==> config.mk <==
export PLATFORM = sky130hd
export DESIGN_NAME = pixel_stream_controller
export DESIGN_NICKNAME = d
export VERILOG_FILES = /design/src/rtl/ws_pkg.sv /design/src/rtl/ws_bit_timer.sv /design/src/rtl/pixel_stream_controller.sv
export SDC_FILE = /design/constraint.sdc
export NUM_CORES = 1
export LEC_CHECK = 0
export BUFFER_PORTS_ARGS = -buffer_cell sky130_fd_sc_hd__buf_4
export CAP_MARGIN = 20
export CORE_ASPECT_RATIO = 0.6
export CORE_MARGIN = 1.5
export CORE_UTILIZATION = 45
export CTS_CLUSTER_DIAMETER = 100
export DETAILED_ROUTE_END_ITERATION = 10
export PLACE_DENSITY = 0.7
export SLEW_MARGIN = 5
export SYNTH_ARGS = -nofsm -noshare
export SYNTH_HDL_FRONTEND = slang
export SYNTH_SLANG_ARGS = --single-unit
==> constraint.sdc <==
create_clock -name clk -period 3.7 [get_ports clk]
set_clock_uncertainty 0.15 [all_clocks]
set_input_delay 0.37 -clock clk [delete_from_list [all_inputs] [get_ports clk]]
set_output_delay 0.37 -clock clk [all_outputs]
set_load 0.03 [all_outputs]
==> src/rtl/ws_pkg.sv <==
// ws_pkg -- shared definitions for the WS2812-style pixel stream controller.
//   * ws_state_e     : controller sequencing states
//   * DEF_*          : default bit/latch timing in clk cycles at 50 MHz
//   * PIXEL_BITS     : bits per colour word
//   * timing_ok()    : legality check for a set of timing parameters
package ws_pkg;

    localparam int DEF_T_BIT        = 61;     // 1220 ns bit period
    localparam int DEF_T0H          = 18;     // 360 ns high for a 0 bit
    localparam int DEF_T1H          = 33;     // 660 ns high for a 1 bit
    localparam int DEF_RESET_CYCLES = 15000;  // 300 us latch low time
    localparam int PIXEL_BITS       = 24;

    typedef enum logic [1:0] {
        ST_IDLE  = 2'd0,
        ST_SEND  = 2'd1,
        ST_LATCH = 2'd2
    } ws_state_e;

    function automatic logic timing_ok(input int t_bit, input int t0h,
                                       input int t1h, input int reset_cycles);
        return (t0h > 0) && (t0h < t1h) && (t1h < t_bit) && (reset_cycles >= 1);
    endfunction

endpackage

==> src/rtl/ws_bit_timer.sv <==
// ws_bit_timer -- bit-period counter and registered DO waveform generator.
// Ports:
//   clk, reset_n : clock, synchronous active-low reset
//   advance      : controller is in SEND this cycle (counter runs)
//   send_nxt     : controller will be in SEND next cycle
//   bit_nxt      : value of the bit that will be on the line next cycle
//   bit_end      : counter is on the final cycle of the bit period
//   do_out       : registered serial data line
module ws_bit_timer
    import ws_pkg::*;
#(
    parameter int T_BIT = DEF_T_BIT,
    parameter int T0H   = DEF_T0H,
    parameter int T1H   = DEF_T1H
) (
    input  logic clk,
    input  logic reset_n,
    input  logic advance,
    input  logic send_nxt,
    input  logic bit_nxt,
    output logic bit_end,
    output logic do_out
);

    localparam int CW = $clog2(T_BIT);
    localparam logic [CW-1:0] CYC_LAST = CW'(T_BIT - 1);
    localparam logic [CW-1:0] HI_ONE   = CW'(T1H);
    localparam logic [CW-1:0] HI_ZERO  = CW'(T0H);

    logic [CW-1:0] cyc_cnt;
    logic [CW-1:0] cyc_nxt;
    logic [CW-1:0] hi_nxt;

    assign bit_end = (cyc_cnt == CYC_LAST);

    // The counter rests at 0 outside SEND, so a freshly loaded pixel
    // starts its first bit period at cycle 0 with no extra state.
    always_comb begin
        cyc_nxt = '0;
        if (advance && !bit_end) begin
            cyc_nxt = cyc_cnt + CW'(1);
        end
        hi_nxt = bit_nxt ? HI_ONE : HI_ZERO;
    end

    // DO is registered from the next-cycle counter and bit, so the line
    // level lines up with cyc_cnt/bit_idx of the same cycle.
    always_ff @(posedge clk) begin
        if (!reset_n) begin
            cyc_cnt <= '0;
            do_out  <= 1'b0;
        end else begin
            cyc_cnt <= cyc_nxt;
            do_out  <= send_nxt && (cyc_nxt < hi_nxt);
        end
    end

endmodule

==> src/rtl/pixel_stream_controller.sv <==
// pixel_stream_controller -- serialises 24-bit pixels onto a single-wire
// LED data line (MSB first), then holds the line low to latch the frame.
// Ports:
//   clk, reset_n             : 50 MHz clock, synchronous active-low reset
//   pixel_data/last/valid    : pixel stream input (valid/ready handshake)
//   pixel_ready              : pixel accepted this cycle when valid is high
//   DO                       : registered serial LED data line
//   busy                     : controller is sending or latching
//   frame_done               : one-cycle pulse as the latch period completes
//   underrun                 : one-cycle pulse when a pixel ends with no
//                              successor and was not marked last
module pixel_stream_controller
    import ws_pkg::*;
#(
    parameter int T_BIT        = DEF_T_BIT,
    parameter int T0H          = DEF_T0H,
    parameter int T1H          = DEF_T1H,
    parameter int RESET_CYCLES = DEF_RESET_CYCLES
) (
    input  logic        clk,
    input  logic        reset_n,
    input  logic [23:0] pixel_data,
    input  logic        pixel_last,
    input  logic        pixel_valid,
    output logic        pixel_ready,
    output logic        DO,
    output logic        busy,
    output logic        frame_done,
    output logic        underrun
);

    localparam int LW = $clog2(RESET_CYCLES + 1);
    localparam logic [LW-1:0] LATCH_LAST = LW'(RESET_CYCLES - 1);
    localparam logic [4:0]    MSB_IDX    = 5'(PIXEL_BITS - 1);

    if (!timing_ok(T_BIT, T0H, T1H, RESET_CYCLES)) begin : g_bad_timing
        $error("pixel_stream_controller: need 0 < T0H < T1H < T_BIT and RESET_CYCLES >= 1");
    end

    ws_state_e     state, state_nxt;
    logic [23:0]   shift_q, shift_nxt;
    logic          last_q, last_nxt;
    logic [4:0]    bit_idx, bit_idx_nxt;
    logic [LW-1:0] latch_cnt, latch_nxt;
    logic          bit_end;
    logic          in_send;
    logic          send_nxt;
    logic          bit_nxt;

    always_comb begin
        state_nxt   = state;
        shift_nxt   = shift_q;
        last_nxt    = last_q;
        bit_idx_nxt = bit_idx;
        latch_nxt   = latch_cnt;
        pixel_ready = 1'b0;
        frame_done  = 1'b0;
        underrun    = 1'b0;

        case (state)
            ST_IDLE: begin
                pixel_ready = 1'b1;
                if (pixel_valid) begin
                    shift_nxt   = pixel_data;
                    last_nxt    = pixel_last;
                    bit_idx_nxt = MSB_IDX;
                    state_nxt   = ST_SEND;
                end
            end
            ST_SEND: begin
                if (bit_end) begin
                    if (bit_idx == 5'd0) begin
                        // Final cycle of the pixel: chain straight into the
                        // next one, otherwise go latch the frame.
                        pixel_ready = 1'b1;
                        if (pixel_valid) begin
                            shift_nxt   = pixel_data;
                            last_nxt    = pixel_last;
                            bit_idx_nxt = MSB_IDX;
                        end else begin
                            state_nxt = ST_LATCH;
                            latch_nxt = '0;
                            underrun  = !last_q;
                        end
                    end else begin
                        bit_idx_nxt = bit_idx - 5'd1;
                    end
                end
            end
            ST_LATCH: begin
                if (latch_cnt == LATCH_LAST) begin
                    state_nxt  = ST_IDLE;
                    latch_nxt  = '0;
                    frame_done = 1'b1;
                end else begin
                    latch_nxt = latch_cnt + LW'(1);
                end
            end
            default: begin
                state_nxt = ST_IDLE;
            end
        endcase

        // Reset wins over everything this cycle: no acceptance, no pulses.
        if (!reset_n) begin
            pixel_ready = 1'b0;
            frame_done  = 1'b0;
            underrun    = 1'b0;
        end
    end

    always_ff @(posedge clk) begin
        if (!reset_n) begin
            state     <= ST_IDLE;
            shift_q   <= '0;
            last_q    <= 1'b0;
            bit_idx   <= '0;
            latch_cnt <= '0;
        end else begin
            state     <= state_nxt;
            shift_q   <= shift_nxt;
            last_q    <= last_nxt;
            bit_idx   <= bit_idx_nxt;
            latch_cnt <= latch_nxt;
        end
    end

    assign busy     = (state != ST_IDLE);
    assign in_send  = (state == ST_SEND);
    assign send_nxt = (state_nxt == ST_SEND);
    assign bit_nxt  = shift_nxt[bit_idx_nxt];

    ws_bit_timer #(
        .T_BIT (T_BIT),
        .T0H   (T0H),
        .T1H   (T1H)
    ) u_bit_timer (
        .clk      (clk),
        .reset_n  (reset_n),
        .advance  (in_send),
        .send_nxt (send_nxt),
        .bit_nxt  (bit_nxt),
        .bit_end  (bit_end),
        .do_out   (DO)
    );

endmodule

; ---- After elaboration in Yosys (flattened, before gate mapping)
; Cells that the tools add are included.
[classes]
add_sub_neg = 3
magnitude_cmp = 2
eq_ne = 8
muxes = 39
reduce_logical = 11
[op_table]
columns = cell, count
row1 = 24-bit two-way mux, 3
row2 = 14-bit two-way mux, 4
row3 = 24-bit one-hot mux with 2 select lines, 1
row4 = 14-bit one-hot mux with 2 select lines, 1
row5 = 1-bit two-way mux, 15
row6 = 5-bit two-way mux, 3
row7 = 14-bit by 1-bit adder with 14-bit output (second input constant), 1
row8 = 14-bit equality test (second input constant), 1
row9 = 6-bit two-way mux, 2
row10 = 2-bit two-way mux, 5
row11 = 5-bit one-hot mux with 2 select lines, 1
row12 = 6-bit by 1-bit adder with 6-bit output (second input constant), 1
row13 = 6-bit equality test (second input constant), 1
row14 = 5-bit by 6-bit less-than comparator with 1-bit output (second input constant), 1
row15 = 6-bit less-than comparator, 1
row16 = 2-bit != test (second input constant), 3
row17 = 2-bit one-hot mux with 3 select lines, 1
row18 = 2-bit nonzero test, 3
row19 = 1-bit binary-select mux with 5-bit select, 1
row20 = 5-bit logical NOT, 1
row21 = 5-bit by 1-bit subtractor with 5-bit output (second input constant), 1
row22 = 2-bit by 1-bit equality test with 1-bit output (second input constant), 2
row23 = 1-bit one-hot mux with 2 select lines, 2
row24 = 4-bit AND reduction, 1
row25 = other kinds (5), 7
[totals]
regBits = 53
out_inout_bits = 5
word_cells = 70

; ---- Logic depth before layout (Yosys ltp)
; Gate-level depths: netlist (run 1).
[depth]
word_depth = 9
mapped_depth = 17
ltp_nobuf = 16

; ---- Cells and area by module
; Synthesis (run 1) repeated with hierarchy kept, for this count alone.
[unflattened]
cells_unflattened = 350
hier_area_um2 = 2801.4
[by_module_without_submodules]
columns = module, instances, cells_per_inst, area_each_um2
row1 = pixel_stream_controller, 1, 301, 2396.0
row2 = ws_bit_timer, 1, 49, 405.4

; ---- Worst setup path after synthesis (run 1)
; No wires, ideal clock.
[synth_path]
path_kind = reg2reg
from = reg bit_idx[0]
to = reg u_bit_timer.do_out
arrival_ps = 3754
t_required_ps = 3490
setup_slack_ps = -264
path_stages_with_launch = 18
n_path_buf = 1
period_less_slack_ps = 3964
cell_sequence = dfxtp_1 > inv_1 > ha_1 > or4b_4 > or4_4 > o21ai_4 > buf_4 > mux2i_1 > o2111ai_1 > and4_1 > a211o_2 > and2_2 > ha_1 > a21oi_1 > nand3_1 > a311oi_1 > and2_0 > a41o_1
[synth_via]
elab_chain_cells = 9
elab_cells_between_ends = 18
cone_classes = add/sub (1) / order compare (1) / eq/ne (1) / mux (13) / reduce/logical (2)
[synth_rtl]
columns = element, line
row1 = from (decl), pixel_stream_controller.sv:43  ; logic [4:0] bit_idx, bit_idx_nxt;
row2 = from (signal assigned), pixel_stream_controller.sv:123  ; bit_idx <= bit_idx_nxt;
row3 = "5-bit by 1-bit subtractor with 5-bit output, or another cell as far along", pixel_stream_controller.sv:86  ; bit_idx_nxt = bit_idx - 5'd1;
row4 = 5-bit two-way mux / 24-bit two-way mux (equally long branches), pixel_stream_controller.sv:72  ; if (bit_idx == 5'd0) begin
row5 = 5-bit two-way mux / 24-bit two-way mux (equally long branches), pixel_stream_controller.sv:71  ; if (bit_end) begin
row6 = 5-bit one-hot mux with 2 select lines / 24-bit one-hot mux with 2 select lines (equally long branches), pixel_stream_controller.sv:60  ; case (state)
row7 = 1-bit binary-select mux with 5-bit select, pixel_stream_controller.sv:131  ; assign bit_nxt = shift_nxt[bit_idx_nxt];
row8 = 1-bit two-way mux (implied by the code), pixel_stream_controller.sv:131
row9 = 6-bit two-way mux, ws_bit_timer.sv:43  ; hi_nxt = bit_nxt ? HI_ONE : HI_ZERO;
row10 = 6-bit less-than comparator, ws_bit_timer.sv:54  ; do_out <= send_nxt && (cyc_nxt < hi_nxt);
row11 = 1-bit logical AND *, ws_bit_timer.sv:54
row12 = to (signal assigned), ws_bit_timer.sv:54
row13 = to (decl), ws_bit_timer.sv:22  ; output logic do_out
; Mark *: on every way between the ends. The rest lies on a longest branch, timed or not. The select of a mux whose other input is x is not followed.
; A chain may end at the register's enable or synchronous reset.

; ---- Final worst setup path (run 1)
[layout_path]
from = reg bit_idx[1]
to = reg u_bit_timer.do_out
; Same word-level chain as after synthesis.

==> results of run 1 <==
-- flip-flops by register name (all words and copies together), names as in the netlist --
name	flops
bit_idx	5
last_q	1
latch_cnt	14
shift_q	24
state	2
u_bit_timer.cyc_cnt	6
u_bit_timer.do_out	1
-- stage by stage --
step | std cells | setup slack [ps] | hold slack [ps] | TNS (ps) | power, W
after floorplan | 345 | -40.5 | 281 | -40.5 | 0.000787
after global placement | 474 | -63.9 | 289 | -63.9 | 0.000893
after detailed placement | 474 | -160 | 300 | -160 | 0.000897
after CTS | 483 | -173 | 140 | -173 | 0.00131
after global routing | 484 | -364 | 153 | -364 | 0.00137
final | 484 | -174 | 138 | -174 | 0.00131
-- synthesized netlist by cell type (7+ instances only) --
library cell / n / area share, %
and3_1: 10 / 2.3
o21ai_0: 12 / 2.2
nand2_1: 52 / 7.0
nor3b_1: 7 / 1.9
inv_1: 9 / 1.2
nand3_1: 17 / 3.1
dfxtp_1: 53 / 38
ha_1: 7 / 3.2
mux2i_1: 11 / 4.0
clkbuf_1: 9 / 1.2
a21oi_1: 29 / 5.2
nor2_1: 38 / 5.1
-- layout make-up --
type	instances	area, sq um	share of cell area, %
clock inverter	2	37.5	1.07
clock buffer	6	82.6	2.36
inverter	10	37.5	1.07
multi-input combinational	266	1670	47.8
tap	80	100	2.87
timing repair buffer	67	503	14.4
sequential	53	1060	30.4
-- power groups by stage --
stage	registers [W]	clock network [W]	logic, W
detailed placement	0.000619	0	0.000278
finish	0.000606	0.000418	0.000289
CTS	0.000606	0.000424	0.000281
global placement	0.000619	0	0.000274
global route	0.000609	0.000447	0.000317
floorplan	0.000623	0	0.000165
-- logic make-up (layout without fill, tap and decap cells) --
logic type               after synthesis  count (layout)  synth area share, %
AO/OA/AOI/OAI                         77              77                 18.9
XOR/XNOR                               9               9                 2.85
adder cells (fa/ha/maj)                7               7                 3.16
buffers and inverters                 26              85                 3.93
flip-flops                            53              53                 38.3
multiplexers                          11              11                 3.97
AND/OR/NAND/NOR                      162             162                 28.9
-- per-layer routing --
metal,vias to the layer above,global-route usage (%),share of wire (%)
met3,7,3.98,4.8
met4,0,5.21,0.59
li1,1354,-,-
met1,1205,35.1,57
met5,-,0,0
met2,53,28.9,38
-- worst reg2reg max path: cells and delay by family (launching register included) --
family	cells	cell delay [ps]
AO/OA/AOI/OAI	6	1230
adder cells (fa/ha/maj)	2	280
buffers and inverters	1	70
flip-flops	1	330
multiplexers	2	400
AND/OR/NAND/NOR	5	1340
-- worst min path at each step --
stage	endpoint	start	depth (start not counted)
final	shift_q[8]	pixel_data[8]	3
after global routing	shift_q[8]	pixel_data[8]	3
after CTS	shift_q[8]	pixel_data[8]	3
after detailed placement	shift_q[10]	shift_q[10]	2
after global placement	shift_q[3]	shift_q[3]	2
after floorplan	shift_q[1]	shift_q[1]	2
-- repair_timing --
item                       4_1_cts  5_1_grt
resized for setup                1        5
buffers inserted                 1        1
hold endpoints to repair         0        0
setup endpoints to repair        1        1
==> run summary, run 1 <==
pwr dens - 376 nW/um^2
Reg power frac - 46.2%
Via-to-Cell Ratio - 5.41
largest stage delay on the critical path - 460 ps
first-pass GRT wire length - 11700 microns
FF-to-FF End - u_bit_timer.do_out
I/O Buffers - 32
RSZ-0062 raised after global routing - true
post-layout util - 60.7%
TritonRoute pass-1 iters - 4
fin area - 3490 sq um
post-synthesis cell type count - 57
antenna violations before repair - 0
Critical path origin - bit_idx[1]
TritonCTS clock tree - yes
FF+latch count, synth - 53
Initial Util - 48.1%
Area growth, synth to finish - 26.1%
CTS clk-pin slew, worst paths - 100 ps
crit path to - u_bit_timer.do_out
internal power - 0.000955 W
Slew Limit Headroom - 49.6%
DRT Wirelength - 6920 microns
core area - 5750 sq um
fillers - 530
reg2reg start - bit_idx[1]
share of cells above drive strength 1 - 24.8%
via count - 2619
FMAX - 258 MHz
clock insertion delay at the later pin of the skew report - 310 ps
global route overflow - 0
Placed Area - 3330 sq um
chip height - 63.8 microns
Crit path max-delay family - simple AND/OR/NAND/NOR gates
largest net degree at the start of global routing - 29
Slowest-stage cell, CP - or4_4
Period minus WS final - 3870 ps
CTS Buf Count - 5
# clock sinks - 53
vias in the first global route - 2376
Final #Nets - 438
fraction of registers with async set/reset - 0%
Stages on worst setup path - 16
Die X - 104 microns
Final Worst Setup Slack - -174 ps
syn_nets - 380
CTS Hold Buffers Added - 0
Worst EP arrival - 3980 ps
Max-Cap Viols - 0
Clock Path Buffers - 2
gp weighted congestion - 0.975
worst hold-check path type - primary input to register
max-slew violations - 0
Final Hold Fails - 0
required time of the critical path - 3800 ps
cell count after synthesis - 345
Sw Pwr - 0.000358 W
clock share of power - 31.8%
synthesized cell area - 2770 sq um
Final period util - 105%
DP HPWL - 5300 microns
ys flop type - dfxtp_1
CP Max Fanout - 7
Leak Pwr - 1.41 nW
reg2reg path depth - 16
gr usage total - 21.8%
Die ar. - 6650 sq um
Post-DRT Antenna Nets - 0
DRC - 0
warnings from Yosys - 0
CP Capture Type - register
DRT iter0 DRCs - 175
cell repeated most along the worst path - ha_4
Crit Path Category - register to register
Post-synth EDFFs - 0
Critical Path, Cell by Cell - inv_2 -> ha_4 -> or4b_4 -> or4_4 -> o21ai_4 -> mux2i_2 -> mux2i_1 -> a211o_1 -> a211o_2 -> and2_4 -> ha_4 -> a21oi_2 -> nand3_1 -> a311oi_2 -> and2_1 -> a41o_1
worst slew pin tran - 751 ps
worst vdd ir - 0.000210 V
Seq/Total Area, Yosys - 38.3%
buffers plus inverters on the worst setup path - 1
flop2flop setup slack - -170 ps
Net Sw Frac - 27.3%
commonest cells after routing, fill and taps aside - buf_4 (67), nand2_1 (52), dfxtp_1 (51)
outcome - finished, violations left
combinational share of power - 22.0%
I/O pin count - 33
row count - 21
CTS root buffer - clkbuf_8
most common cell after layout, fill and taps aside - buf_4
final setup fails - 1
ANT cells - 0
syn_area_per_cell - 8.03 sq um
H-tree depth - 2
routed len/inst - 14.3 microns
failing checks - setup timing
crit path launch type - register
Power figures use the tool's default switching activity.
==> inputs of run 2 (changes only) <==
--- a/config.mk
+++ b/config.mk
@@ -13,6 +13,7 @@
 export CTS_CLUSTER_DIAMETER = 100
 export DETAILED_ROUTE_END_ITERATION = 10
 export PLACE_DENSITY = 0.7
+export RECOVER_POWER = 100
 export SLEW_MARGIN = 5
 export SYNTH_ARGS = -nofsm -noshare
 export SYNTH_HDL_FRONTEND = slang
==> run 2 against run 1 <==
The flow still finishes with violations (setup timing). Wire length up 0.32%. Combinational power down 1%. Core utilization down 0.26 points. Flip-flop and latch count unchanged. Total power down 0.41%. Count of clock-buffer cells in the layout unchanged. Sequential share of layout area up 0.13 points. Register-to-register slack about the same. Final cell count unchanged. Critical path depth unchanged. Via count up 0.76%. Critical path type unchanged. Largest power group unchanged. Highest routed layer unchanged.
==> run summary, run 2 (same netlist as run 1, synthesis figures left out) <==
CP Max Fanout - 7
Final Hold Fails - 0
via count - 2639
Slowest-stage cell, CP - or4_4
Crit Path Category - register to register
first-pass GRT wire length - 11700 microns
Worst EP arrival - 3980 ps
Max-Cap Viols - 0
flop2flop setup slack - -180 ps
pre-CTS WS - -160 ps
worst vdd ir - 0.000210 V
Final period util - 105%
Register Area - 1060 sq um
I/O pin count - 33
H-tree depth - 2
Multi-input gate area - 1670 sq um
vias in the first global route - 2376
Leak Pwr - 1.39 nW
CTS Hold Buffers Added - 0
worst hold stages - 3
Regs by FF count - shift_q: 24 flops, latch_cnt: 14 flops, u_bit_timer.cyc_cnt: 6 flops
RSZ-0062 raised after global routing - true
routed len/inst - 14.3 microns
aggregate negative setup slack - -177 ps
final setup fails - 1
DRC - 0
worst slew pin tran - 778 ps
TritonRoute pass-1 iters - 5
min-delay src - pixel_data[8]
max-slew violations - 0
largest net degree at the start of global routing - 29
Die ar. - 6650 sq um
CTS root buffer - clkbuf_8
worst hold-check path type - primary input to register
# clock sinks - 53
required time of the critical path - 3800 ps
Post-DRT Antenna Nets - 0
row count - 21
gr usage total - 21.8%
total power - 0.00131 W
commonest cells after routing, fill and taps aside - buf_4 (63), nand2_1 (52), dfxtp_1 (51)
cell repeated most along the worst path - ha_4
share of cells above drive strength 1 - 23.8%
reg2reg start - bit_idx[1]
CP Capture Type - register
Slew Limit Headroom - 48.1%
Area growth, synth to finish - 25.6%
Final #Nets - 438
antenna violations before repair - 0
Critical Path, Cell by Cell - inv_2 -> ha_4 -> or4b_4 -> or4_4 -> o21ai_4 -> mux2i_2 -> mux2i_1 -> a211o_1 -> a211o_2 -> and2_4 -> ha_4 -> a21oi_2 -> nand3_1 -> a311oi_2 -> and2_1 -> a41o_1
TritonCTS clock tree - yes
Final Worst Setup Slack - -177 ps
Period minus WS final - 3880 ps
global route overflow - 0
fin area - 3480 sq um
Non-Filler Instances - 484
Initial Util - 48.1%
most common cell after layout, fill and taps aside - buf_4
FF-to-FF End - u_bit_timer.do_out
DP HPWL - 5300 microns
fillers - 536
Via-to-Cell Ratio - 5.45
chip height - 63.8 microns
max FFs per register - 24
Biggest register - shift_q
core area - 5750 sq um
outcome - finished, violations left
buffers plus inverters on the worst setup path - 1
clock insertion delay at the later pin of the skew report - 310 ps
DRT iter0 DRCs - 153
Placed Area - 3330 sq um
CTS clk-pin slew, worst paths - 100 ps
ANT cells - 0
Hold Path Sink - shift_q[8]
CTS Buf Count - 5
pwr dens - 376 nW/um^2
I/O Buffers - 32
reg2reg path depth - 16
largest stage delay on the critical path - 460 ps
Clock Path Buffers - 2
Placed Cells - 474
crit path launch type - register
failing checks - setup timing
Crit path max-delay family - simple AND/OR/NAND/NOR gates
FMAX - 258 MHz
gp weighted congestion - 0.975
Die X - 104 microns
DRT Wirelength - 6940 microns
## run 2: what timing repair did
action	4_1_cts	5_1_grt
buffers inserted	1	1
endpoints found under the hold margin	0	0
setup endpoints to repair	1	1
resized for setup	1	5
gates cloned	0	0
## run 2: per-layer routing
layer	vias up	global-route usage, %	routed length (microns)
met1	1209	35.1	3910
met3	7	3.98	413
met2	71	28.9	2570
met4	0	5.21	47
met5	-	0	0
li1	1352	-	-
## run 2: metrics by stage
| step | util [%] | hold slack, ps |
|---|---|---|
| global route | 60.4 | 153 |
| floorplan | - | 281 |
| global placement | 57.9 | 289 |
| detailed placement | 57.9 | 300 |
| CTS | 60.2 | 140 |
| finish | 60.4 | 141 |
## run 2: cell type report
class / count / share of cell area (%)
well taps: 80 / 2.88
repair buffers: 67 / 14.0
clock buffers: 6 / 2.37
multi-input cells: 266 / 48.0
inverters: 10 / 1.08
clock inverters: 2 / 1.08
flip-flops and latches: 53 / 30.6
## run 2: how the worst max path moves through the flow
stage                           from                  to  slack, ps  depth (start not counted)
after floorplan           bit_idx[1]  u_bit_timer.do_out        -40                         16
after global placement    bit_idx[1]  u_bit_timer.do_out        -60                         16
after detailed placement  bit_idx[1]  u_bit_timer.do_out       -160                         16
after CTS                 bit_idx[1]  u_bit_timer.do_out       -170                         16
after global routing      bit_idx[1]  u_bit_timer.do_out       -360                         16
final                     bit_idx[1]  u_bit_timer.do_out       -180                         16
## run 2: tightest hold or removal path: cells and delay by family
kind                   cells  cell delay (ps)
and+or+nand+nor            1               40
AOI/OAI and AO/OA          1               50
buffers and inverters      1              110
## run 2: where the power goes
| part | switching [W] | internal (W) |
|---|---|---|
| clock network | 0.000197 | 0.000220 |
| logic | 0.000149 | 0.000136 |
| registers | 0.0000115 | 0.000595 |
==> inputs of run 3 (changes only) <==
==> constraint.sdc (replaced) <==
create_clock -name clk -period 3.7 [get_ports clk]
set_clock_uncertainty 0.15 [all_clocks]
set_input_delay 0.37 -clock clk [delete_from_list [all_inputs] [get_ports clk]]
set_output_delay 0.37 -clock clk [all_outputs]
set_load 0.1 [all_outputs]
==> run 3 against run 2 <==
The run still ends with setup timing left. Global-route usage rose by 1.0 points. Wire length rose by 1.8%. Final area fell by 0.76%. First-iteration DRC count rose by 7.8%. Count of clock-buffer cells in the layout fell by 1. Combinational power rose by 6%. Sequential share of layout area rose by 0.23 points. Critical endpoint unchanged.
==> run summary, run 3 (same netlist as run 1, synthesis figures left out) <==
outcome - finished, violations left
failing checks - setup timing
Die ar. - 6650 sq um
most common cell after layout, fill and taps aside - buf_4
total power - 0.00126 W
Final #Nets - 441
Regs by FF count - shift_q: 24 flops, latch_cnt: 14 flops, u_bit_timer.cyc_cnt: 6 flops
FMAX - 249 MHz
Leak Pwr - 1.38 nW
pwr dens - 364 nW/um^2
antenna violations before repair - 0
Crit Path Category - register to register
Worst EP arrival - 4130 ps
largest net degree at the start of global routing - 29
fin area - 3450 sq um
TritonRoute pass-1 iters - 5
CTS root buffer - clkbuf_8
DRC - 0
ANT cells - 0
global route overflow - 0
Final period util - 108%
Period minus WS final - 4010 ps
cell repeated most along the worst path - ha_4
Final Worst Setup Slack - -314 ps
worst vdd ir - 0.000234 V
commonest cells after routing, fill and taps aside - buf_4 (59), nand2_1 (52), dfxtp_1 (51)
CTS Hold Buffers Added - 0
share of cells above drive strength 1 - 23.3%
worst slew pin tran - 1180 ps
TritonCTS clock tree - yes
I/O pin count - 33
# clock sinks - 53
gr usage total - 22.9%
worst hold-check path type - primary input to register
Area growth, synth to finish - 24.6%
DP HPWL - 5370 microns
CTS Buf Count - 5
gp weighted congestion - 0.916
Biggest register - shift_q
chip height - 63.8 microns
routed len/inst - 14.5 microns
CP Capture Type - register
aggregate negative setup slack - -314 ps
Slew Limit Headroom - 21.9%
Post-DRT Antenna Nets - 0
Placed Area - 3370 sq um
final setup fails - 1
clock insertion delay at the later pin of the skew report - 320 ps
Critical Path, Cell by Cell - inv_2 -> ha_4 -> or4b_4 -> or4_4 -> o21ai_4 -> mux2i_2 -> mux2i_1 -> a211o_1 -> a211o_2 -> and2_4 -> ha_4 -> a21oi_1 -> nand3_1 -> a311oi_2 -> and2_1 -> a41o_1
I/O Buffers - 32
Initial Util - 48.1%
Final Hold Fails - 0
CTS clk-pin slew, worst paths - 110 ps
DRT iter0 DRCs - 165
Max-Cap Viols - 0
core area - 5750 sq um
fillers - 531
row count - 21
required time of the critical path - 3820 ps
DRT Wirelength - 7060 microns
vias in the first global route - 2454
Slowest-stage cell, CP - or4_4
Crit path max-delay family - simple AND/OR/NAND/NOR gates
largest stage delay on the critical path - 460 ps
Non-Filler Instances - 487
max-slew violations - 0
Via-to-Cell Ratio - 5.53
CP Max Fanout - 7
first-pass GRT wire length - 12200 microns
Placed Cells - 478
crit path launch type - register
via count - 2694
Clock Path Buffers - 2
buffers plus inverters on the worst setup path - 1
Die X - 104 microns
H-tree depth - 2
post-layout util - 60.0%
max FFs per register - 24
RSZ-0062 raised after global routing - true
-- run 3: changes by cell type in the layout (fill, tap and decap cells not counted), sizes merged --
cell    change
inv         +2
clkbuf      +5
bufinv      -1
buf         -3
-- run 3: metal layers --
layer  global-route usage, %  up-vias  share of wire (%)
met2                    29.9       80                 38
li1                        -     1359                  -
met3                    4.80        6                6.5
met1                    36.7     1249                 55
met4                    5.56        0               0.59
met5                       0        -                  0
-- run 3: worst reg2reg max path: stages (launching register included) --
cell and delay [ps]:
dfxtp_2 350, inv_2 80, ha_4 140, or4b_4 450, or4_4 460, o21ai_4 170, mux2i_2 300, mux2i_1 110
a211o_1 310, a211o_2 340, and2_4 190, ha_4 140, a21oi_1 130, nand3_1 100, a311oi_2 250, and2_1 200
a41o_1 90
-- run 3: final timing paths --
check                       from            endpoint  slack, ps  cells past startpoint
setup / recovery      bit_idx[1]  u_bit_timer.do_out       -310                     16
hold / removal    pixel_data[12]         shift_q[12]        140                      3
setup reg to reg      bit_idx[1]  u_bit_timer.do_out       -310                     16
hold reg to reg       shift_q[5]          shift_q[5]        310                      2
-- run 3: area by class of cell --
| class | count | area (sq um) | share of cell area, % |
|---|---|---|---|
| multi-input combinational | 266 | 1660 | 48.2 |
| sequential | 53 | 1060 | 30.8 |
| timing repair buffer | 70 | 494 | 14.3 |
| tap | 80 | 100 | 2.90 |
| clock buffer | 5 | 68.8 | 1.99 |
| inverter | 10 | 37.5 | 1.09 |
| clock inverter | 3 | 25.0 | 0.725 |
-- run 3: report_power, final --
group	switching (W)	internal [W]
Combinational	0.000169	0.000134
Sequential	0.0000122	0.000595
Clock	0.000209	0.000138
-- run 3: repair_timing --
action                     CTS  global route
gates cloned                 0             0
setup endpoints to repair    1             1
hold endpoints to repair     0             0
setup buffers                1             0
resized for setup            3             1
-- run 3: stage by stage --
step           hold WS (ps)  setup slack, ps
2_1_floorplan           281            -40.5
3_3_place_gp            292            -65.2
3_5_place_dp            298             -248
4_1_cts                 131             -264
5_1_grt                 134             -450
6_report                135             -314
